**src/rtl/display_source_arbiter.sv**
```systemverilog
// Shares the 4-bit LED / 7-segment path between SPI words and the switch decoder.
// A priority FSM with a hold timer, a decoder stability filter and a static output override.
module display_source_arbiter #(
  parameter int HOLD_CYCLES       = 50_000_000,
  parameter int DEC_STABLE_CYCLES = 500_000
) (
  input  logic       FPGA_clk,
  input  logic       FPGA_reset,
  input  logic [3:0] spi_data_in,
  input  logic       spi_valid_in,
  input  logic [1:0] dec_in,
  input  logic [1:0] force_src_in,
  output logic [3:0] disp_value_out,
  output logic       disp_blank_out,
  output logic [1:0] src_out,
  output logic       hold_active_out,
  output logic [7:0] spi_overrun_cnt_out
);

  // state    | meaning
  // IDLE     | display blank, nothing being held
  // SHOW_SPI | latest SPI word held on the display
  // SHOW_DEC | filtered decoder value held on the display

  localparam int HCW = (HOLD_CYCLES > 1) ? $clog2(HOLD_CYCLES) : 1;
  localparam int SCW = (DEC_STABLE_CYCLES > 1) ? $clog2(DEC_STABLE_CYCLES) : 1;
  localparam logic [HCW-1:0] HOLD_LOAD = HCW'(HOLD_CYCLES - 1);
  localparam logic [SCW-1:0] STAB_LOAD = SCW'(DEC_STABLE_CYCLES - 1);

  localparam logic [1:0] FORCE_AUTO  = 2'b00;
  localparam logic [1:0] FORCE_SPI   = 2'b01;
  localparam logic [1:0] FORCE_DEC   = 2'b10;
  localparam logic [1:0] SRC_NONE    = 2'b00;
  localparam logic [1:0] SRC_SPI     = 2'b01;
  localparam logic [1:0] SRC_DEC     = 2'b10;

  typedef enum logic [1:0] {IDLE, SHOW_SPI, SHOW_DEC} state_t;

  logic [1:0]     dec_s1, dec_s2, dec_filt;
  logic [SCW-1:0] stab_cnt;
  logic           dec_event;
  logic [3:0]     dec_latch;
  logic [3:0]     spi_latch;
  logic           spi_event;

  state_t         state, state_nx;
  logic [HCW-1:0] hold_cnt, hold_cnt_nx;
  logic           dec_pending, dec_pending_nx;
  logic [7:0]     overrun_nx;
  logic [3:0]     value_nx;
  logic           blank_nx;
  logic [1:0]     src_nx;

  assign dec_latch = {2'b00, dec_filt};

  // Any difference between the two sync stages means the switches moved: restart the window.
  always_ff @(posedge FPGA_clk or negedge FPGA_reset) begin
    if (!FPGA_reset) begin
      dec_s1    <= 2'b00;
      dec_s2    <= 2'b00;
      stab_cnt  <= '0;
      dec_filt  <= 2'b00;
      dec_event <= 1'b0;
      spi_latch <= 4'h0;
      spi_event <= 1'b0;
    end else begin
      dec_s1    <= dec_in;
      dec_s2    <= dec_s1;
      dec_event <= 1'b0;
      if (dec_s1 != dec_s2) begin
        stab_cnt <= STAB_LOAD;
      end else if (stab_cnt != '0) begin
        stab_cnt <= stab_cnt - 1'b1;
      end else if (dec_s2 != dec_filt) begin
        dec_filt  <= dec_s2;
        dec_event <= 1'b1;
      end
      spi_event <= spi_valid_in;
      if (spi_valid_in) spi_latch <= spi_data_in;
    end
  end

  always_comb begin
    state_nx       = state;
    hold_cnt_nx    = (hold_cnt != '0) ? hold_cnt - 1'b1 : '0;
    dec_pending_nx = dec_pending;
    overrun_nx     = spi_overrun_cnt_out;
    case (state)
      IDLE: begin
        if (spi_event) begin
          state_nx    = SHOW_SPI;
          hold_cnt_nx = HOLD_LOAD;
          if (dec_event) dec_pending_nx = 1'b1;
        end else if (dec_event) begin
          state_nx    = SHOW_DEC;
          hold_cnt_nx = HOLD_LOAD;
        end
      end
      SHOW_SPI: begin
        if (spi_event) begin
          hold_cnt_nx = HOLD_LOAD;
          if (spi_overrun_cnt_out != 8'hFF) overrun_nx = spi_overrun_cnt_out + 8'd1;
          if (dec_event) dec_pending_nx = 1'b1;
        end else if (hold_cnt == '0) begin
          // a decoder update landing on the expiry cycle is served like a pending one
          if (dec_pending || dec_event) begin
            state_nx       = SHOW_DEC;
            hold_cnt_nx    = HOLD_LOAD;
            dec_pending_nx = 1'b0;
          end else begin
            state_nx = IDLE;
          end
        end else if (dec_event) begin
          dec_pending_nx = 1'b1;
        end
      end
      SHOW_DEC: begin
        if (spi_event) begin
          state_nx    = SHOW_SPI;
          hold_cnt_nx = HOLD_LOAD;
          if (dec_event) dec_pending_nx = 1'b1;
        end else if (dec_event) begin
          hold_cnt_nx = HOLD_LOAD;
        end else if (hold_cnt == '0) begin
          state_nx = IDLE;
        end
      end
      default: state_nx = IDLE;
    endcase
  end

  always_comb begin
    value_nx = 4'h0;
    blank_nx = 1'b1;
    src_nx   = SRC_NONE;
    case (force_src_in)
      FORCE_AUTO: begin
        if (state_nx == SHOW_SPI) begin
          value_nx = spi_latch;
          blank_nx = 1'b0;
          src_nx   = SRC_SPI;
        end else if (state_nx == SHOW_DEC) begin
          value_nx = dec_latch;
          blank_nx = 1'b0;
          src_nx   = SRC_DEC;
        end
      end
      FORCE_SPI: begin
        value_nx = spi_latch;
        blank_nx = 1'b0;
        src_nx   = SRC_SPI;
      end
      FORCE_DEC: begin
        value_nx = dec_latch;
        blank_nx = 1'b0;
        src_nx   = SRC_DEC;
      end
      default: begin
        value_nx = 4'h0;
        blank_nx = 1'b1;
        src_nx   = SRC_NONE;
      end
    endcase
  end

  always_ff @(posedge FPGA_clk or negedge FPGA_reset) begin
    if (!FPGA_reset) begin
      state               <= IDLE;
      hold_cnt            <= '0;
      dec_pending         <= 1'b0;
      spi_overrun_cnt_out <= 8'd0;
      disp_value_out      <= 4'h0;
      disp_blank_out      <= 1'b1;
      src_out             <= SRC_NONE;
      hold_active_out     <= 1'b0;
    end else begin
      state               <= state_nx;
      hold_cnt            <= hold_cnt_nx;
      dec_pending         <= dec_pending_nx;
      spi_overrun_cnt_out <= overrun_nx;
      disp_value_out      <= value_nx;
      disp_blank_out      <= blank_nx;
      src_out             <= src_nx;
      hold_active_out     <= (state_nx != IDLE);
    end
  end

endmodule
```
**config.mk**
```make
export PLATFORM = sky130hd
export DESIGN_NAME = display_source_arbiter
export DESIGN_NICKNAME = d
export VERILOG_FILES = /design/src/rtl/display_source_arbiter.sv
export SDC_FILE = /design/constraint.sdc
export NUM_CORES = 1
export LEC_CHECK = 0
export CAP_MARGIN = 10
export CORE_UTILIZATION = 57
export DETAILED_ROUTE_END_ITERATION = 10
export PLACE_DENSITY = 0.78
export SYNTH_ARGS = -nofsm -noshare
export SYNTH_HDL_FRONTEND = slang
export SYNTH_SLANG_ARGS = --single-unit
export TNS_END_PERCENT = 5
```
**constraint.sdc**
```tcl
create_clock -name FPGA_clk -period 6.3 [get_ports FPGA_clk]
set_clock_uncertainty 0.1 [all_clocks]
set_input_delay 1.575 -clock FPGA_clk [delete_from_list [all_inputs] [get_ports FPGA_clk]]
set_output_delay 1.575 -clock FPGA_clk [all_outputs]
set_load 0.01 [all_outputs]
```
; Word level (Yosys, flattened, before mapping)
; Index checks and enable logic that the tools add are counted.
[word_totals]
in_bits = 11
romBits = 0
ramBits = 0
out_inout_bits = 16
regBits = 76
n_memories = 0
latch_bits = 0
elab_cells = 81
[op_classes]
n_div = 0
n_reduce_logical = 14
bitwise = 2
mux = 36
eq_ne = 11
shifts = 0
n_lt_le_gt_ge = 0
add_sub_neg = 3
n_mul = 0
[op_table]
columns = op, count
row1 = two-way mux 26 bit, 6
row2 = case mux 26 bit (2 select lines), 1
row3 = two-way mux 19 bit, 2
row4 = logical NOT 26 bit, 1
row5 = nonzero test 26 bit, 1
row6 = "subtractor 26 x 1 -> 26 bit, second input constant", 1
row7 = two-way mux 2 bit, 11
row8 = nonzero test 19 bit, 1
row9 = "subtractor 19 x 1 -> 19 bit, second input constant", 1
row10 = case mux 2 bit (3 select lines), 2
row11 = case mux 4 bit (3 select lines), 1
row12 = two-way mux 1 bit, 10
row13 = AND reduction 3 bit, 3
row14 = "adder 8 x 1 -> 8 bit, second input constant", 1
row15 = "!= test 8 bit, second input constant", 1
row16 = "== test 2 x 1 -> 1 bit, second input constant", 3
row17 = "== test 2 bit, second input constant", 3
row18 = nonzero test 2 bit, 3
row19 = logical NOT 2 bit, 2
row20 = two-way mux 4 bit, 1
row21 = != test 2 bit, 2
row22 = "!= test 4 bit, second input constant", 1
row23 = case mux 1 bit (2 select lines), 2
row24 = OR reduction 2 bit, 2
row25 = 3 further kinds, 4

; Depth between registers and ports, before layout
[depth]
depth_word = 9
ltp_mapped = 13
mapped_depth_nobuf = 13

; Least setup slack after synthesis
; OpenSTA, ideal clock, no wires.
[synth_timing]
path_type = reg-to-reg
from = reg hold_cnt[13]
to = reg disp_value_out[0]
setup_time_ns = 0.121
path_buffers = 0
period_less_slack_ns = 2.816
arrival_ns = 2.595
path_stages_with_launch = 10
path_slack_ns = 3.484
required_time_ns = 6.079
cell_sequence = dfrtp_1 or4_4 or4_4 nor3_1 mux2i_1 a21o_1 ha_1 a21oi_1 nor2_1 a22o_1
[synth_via]
elab_chain_cells = 9
word_cells_on_any_way = 12
cone_classes = 2 x eq/ne / 9 x mux / 1 x reduce/logical
[synth_lines]
columns = item, line
row1 = "start, declared", 47  ; logic [HCW-1:0] hold_cnt, hold_cnt_nx;
row2 = "start signal, assigned", 178  ; hold_cnt <= hold_cnt_nx;
row3 = logical NOT 26 bit (*), "104, 124"
row4 = two-way mux 2 bit, 124  ; end else if (hold_cnt == '0) begin
row5 = two-way mux 2 bit, 122  ; end else if (dec_event) begin
row6 = two-way mux 2 bit, 118  ; if (spi_event) begin
row7 = case mux 2 bit (3 select lines) (*), 88  ; case (state)
row8 = == test 2 bit, 142  ; end else if (state_nx == SHOW_DEC) begin
row9 = two-way mux 2 bit, 142
row10 = two-way mux 4 bit (*), 138  ; if (state_nx == SHOW_SPI) begin
row11 = case mux 4 bit (3 select lines) (*), 136  ; case (force_src_in)
row12 = via value_nx[0], 50  ; logic [3:0] value_nx;
row13 = "end signal, assigned", 181  ; disp_value_out <= value_nx;
row14 = "end, declared", 13  ; output logic [3:0] disp_value_out,
; The timed path passes the listed nets; every way through them passes the cells marked *.
; A chain may end at the register's enable or synchronous reset.

; Worst setup path in the final report
[layout_timing]
from = reg hold_cnt[0]
to = reg disp_value_out[1]
; The elaborated chain is that of the path after synthesis.

==> flow_summary.json <==
{
  "hold_class": "register to register",
  "die_h_um": 82.0,
  "vdd_drop_max_mv": 0.222,
  "synthCells": 354,
  "vias": 2749,
  "io_pins": 27,
  "layout-drive-gt1-share": 0.0799,
  "cts_num_sinks": 76,
  "synth_compound_area_frac": 0.0997,
  "cts_buffers": 9,
  "clk_path_buf_depth": 2,
  "die_area_um2": 6730,
  "ctsHoldBuffers": 0,
  "nets": 405,
  "synth_top_family_by_area": "simple AND/OR/NAND/NOR gates",
  "cts.repair.resized": 0,
  "grt_pass1_wl_mm": 11.9,
  "synth_ff_type": "dfrtp_1",
  "min_period_ns": 3.60,
  "final_cell_area_um2": 4190,
  "antenna_found_initial": 0,
  "ff2ff_setup_slack_ns": 2.70,
  "synthAdderAreaFrac": 0.0343,
  "r2r_cells": 13,
  "grt_usage": 0.235,
  "dr.pass1.iters": 4,
  "ctsRootBufferMaster": "clkbuf_8",
  "synthArstFlopShare": 1.00,
  "relSlewSlack": 0.377,
  "dp_hpwl_mm": 4.73,
  "coreArea_um2": 6060,
  "worst_slew_pin_slew_ns": 0.934,
  "slowest_delay_ns": 0.72,
  "mostFrequentLayoutCells": "75 x dfrtp_1, 36 x nor2_1, 25 x o21ai_0, 25 x clkdlybuf4s50_1",
  "drt_iter0_drc": 167,
  "ys_ff_latch": 76,
  "fin_crit_sh": 0.572,
  "crit_arrival_ns": 3.78,
  "wl_per_cell_um": 15.3,
  "setup.worst_path.end_class": "register",
  "setup_tns_ns": 0,
  "hold_path_end": "dec_s2[0]",
  "reg2reg_to": "disp_value_out[1]",
  "power.switching_w": 0.000284,
  "fin_ws_ns": 2.70,
  "syn2layout_area_growth_pct": 14.9,
  "synth-edff-count": 0,
  "insertion_delay_ns": 0.34,
  "post_dp_cell_area_um2": 3980,
  "die_w_um": 82.0,
  "row_count": 28,
  "drv_cap": 0,
  "p_leak_nw": 1.61,
  "slew_viol_final": 0,
  "grt_start_max_net_pins": 77,
  "finalHoldViolCount": 0,
  "place_ws_ns": 2.74,
  "crit_required_ns": 6.48,
  "p_seq_frac": 0.504,
  "synth.distinct_cells": 45,
  "path_class": "register to register",
  "h-tree-depth": 3,
  "synthMuxAreaShare": 0.0298,
  "swShare": 0.252,
  "cts_setup_buffers": 0,
  "io_buffer_count": 26,
  "syn-cell-area_um2": 3650,
  "layout_commonest_cell": "dfrtp_1",
  "crit_path_start_kind": "register",
  "diodes": 0,
  "synth_xor_area_frac": 0.0792,
  "tritoncts": "yes",
  "path_cells": "inv_1 > ha_1 > nor4b_1 > nand3_1 > nor2_1 > nor2_1 > o21ai_0 > ha_1 > nand2_1 > nor2_1 > nor2_1 > nor2_1 > a22o_1",
  "power_density_nw_per_um2": 269,
  "synth_warnings": 0,
  "synth_seq_area_share": 0.521,
  "postSynthAreaPerCell_um2": 10.3,
  "min_from": "dec_s1[0]",
  "hold_depth": 0,
  "place_congestion": 0.821,
  "yosys.area_share.simple": 0.217,
  "rsz0062_at_grt": "false",
  "reg2reg_from": "hold_cnt[0]",
  "power.total_w": 0.00113,
  "routed_wl_mm": 7.10,
  "clkPwrFrac": 0.359,
  "drc": 0,
  "avgViaCountPerCell": 5.94,
  "initial_core_util": 0.602,
  "cp_common_cell": "nor2_1",
  "grt_overflow_total": 0,
  "p_comb_frac": 0.137,
  "first_global_vias": 2684,
  "fmax_mhz": 278,
  "setup-violations-final": 0,
  "status": "finished clean",
  "critPathMaxFanout": 14,
  "slowest_stage": "nor2_1",
  "worst_setup_hold_path_clk_slew_ns": 0.08,
  "synth_nets": 375,
  "drtAntennaViolNets": 0,
  "p_int_w": 0.000845
}
==> worst max-delay path by stage <==
stage	end	slack (ns)	start	depth (start not counted)
after detailed placement	disp_value_out[1]	2.74	hold_cnt[0]	11
after floorplan	disp_value_out[0]	3.48	hold_cnt[13]	9
after global placement	disp_value_out[1]	2.99	hold_cnt[0]	11
final	disp_value_out[1]	2.70	hold_cnt[0]	13
after global routing	disp_value_out[1]	2.40	hold_cnt[0]	13
after CTS	disp_value_out[1]	2.71	hold_cnt[0]	13
==> metrics by stage <==
stage,cells,util,hold slack (ns)
after floorplan,354,-,0.272
after global placement,448,0.656,0.279
after detailed placement,448,0.656,0.277
after CTS,463,0.692,0.291
after global routing,463,0.692,0.294
final,463,0.692,0.287
==> sequential cells by signal (all words and copies together), names as in the netlist <==
| name | flops |
|---|---|
| hold_cnt | 26 |
| disp_value_out | 4 |
| dec_filt | 2 |
| dec_pending | 1 |
| spi_event | 1 |
| src_out | 2 |
| spi_overrun_cnt_out | 8 |
| disp_blank_out | 1 |
| dec_s2 | 2 |
| hold_active_out | 1 |
| dec_s1 | 2 |
| stab_cnt | 19 |
| spi_latch | 4 |
| dec_event | 1 |
| state | 2 |
==> layout make-up <==
class                   instances  area (um^2)
multi-input cells             260         1680
inverters                      10         37.5
clock inverters                 4         73.8
flip-flops and latches         76         1900
repair buffers                 27          265
well taps                      75         93.8
clock buffers                  11          141
fillers                       441         1870
==> synth_stat cells (all sizes together) (2+ instances only) <==
library cell  count  area (um^2)
o31ai             4         30.0
or4               7         65.1
inv              10         37.5
nand2b            5         31.3
nor2             36          135
and4              2         17.5
and2              5         31.3
mux2i             3         30.0
nand3            13         65.1
nor2b             2         12.5
o21a              2         15.0
nand4b            4         35.0
a21o              3         22.5
o311ai            3         26.3
a211oi            2         15.0
xor2             14          123
dfrtp            75         1880
nand2            19         71.3
a22o              2         17.5
a21oi            11         55.1
or3              12         75.1
or2               3         18.8
mux2              7         78.8
nor3             16         80.1
o21bai            2         15.0
ha               10          125
o21ai            25          125
nand4             7         43.8
nor4             14         87.6
xnor2            19          166
clkbuf            7         26.3
==> power groups by stage <==
stage	clock, W	sequential, W	combinational, W
6_report	0.000406	0.000569	0.000155
4_1_cts	0.000414	0.000568	0.000157
3_3_place_gp	0	0.000575	0.000152
3_5_place_dp	0	0.000578	0.000156
2_1_floorplan	0	0.000580	0.0000691
5_1_grt	0.000434	0.000575	0.000171
==> critical path, delay by kind of cell (launching register included) <==
| family | cells | cell delay (ns) |
|---|---|---|
| adders and majority gates | 2 | 0.40 |
| AOI/OAI and AO/OA | 2 | 0.44 |
| and+or+nand+nor | 8 | 2.11 |
| DFF | 1 | 0.42 |
| buffers and inverters | 1 | 0.08 |
==> layer usage <==
| metal | global-route usage | part of all wire | wire (um) | up-vias |
|---|---|---|---|---|
| met4 | 0.0930 | 0.012 | 87 | 0 |
| met3 | 0.0411 | 0.034 | 238 | 8 |
| li1 | - | - | - | 1330 |
| met5 | 0 | 0 | 0 | - |
| met2 | 0.399 | 0.50 | 3550 | 58 |
| met1 | 0.296 | 0.45 | 3220 | 1353 |
==> cells by family (layout without fill, tap and decap cells) <==
logic type / count (synthesis) / in the layout
AO/OA/AOI/OAI: 59 / 59
XOR/XNOR: 33 / 33
adder cells (fa/ha/maj): 10 / 10
buffers and inverters: 18 / 52
flip-flops: 76 / 76
multiplexers: 10 / 10
AND/OR/NAND/NOR: 148 / 148
No activity file was read; power rests on OpenSTA's default activity.
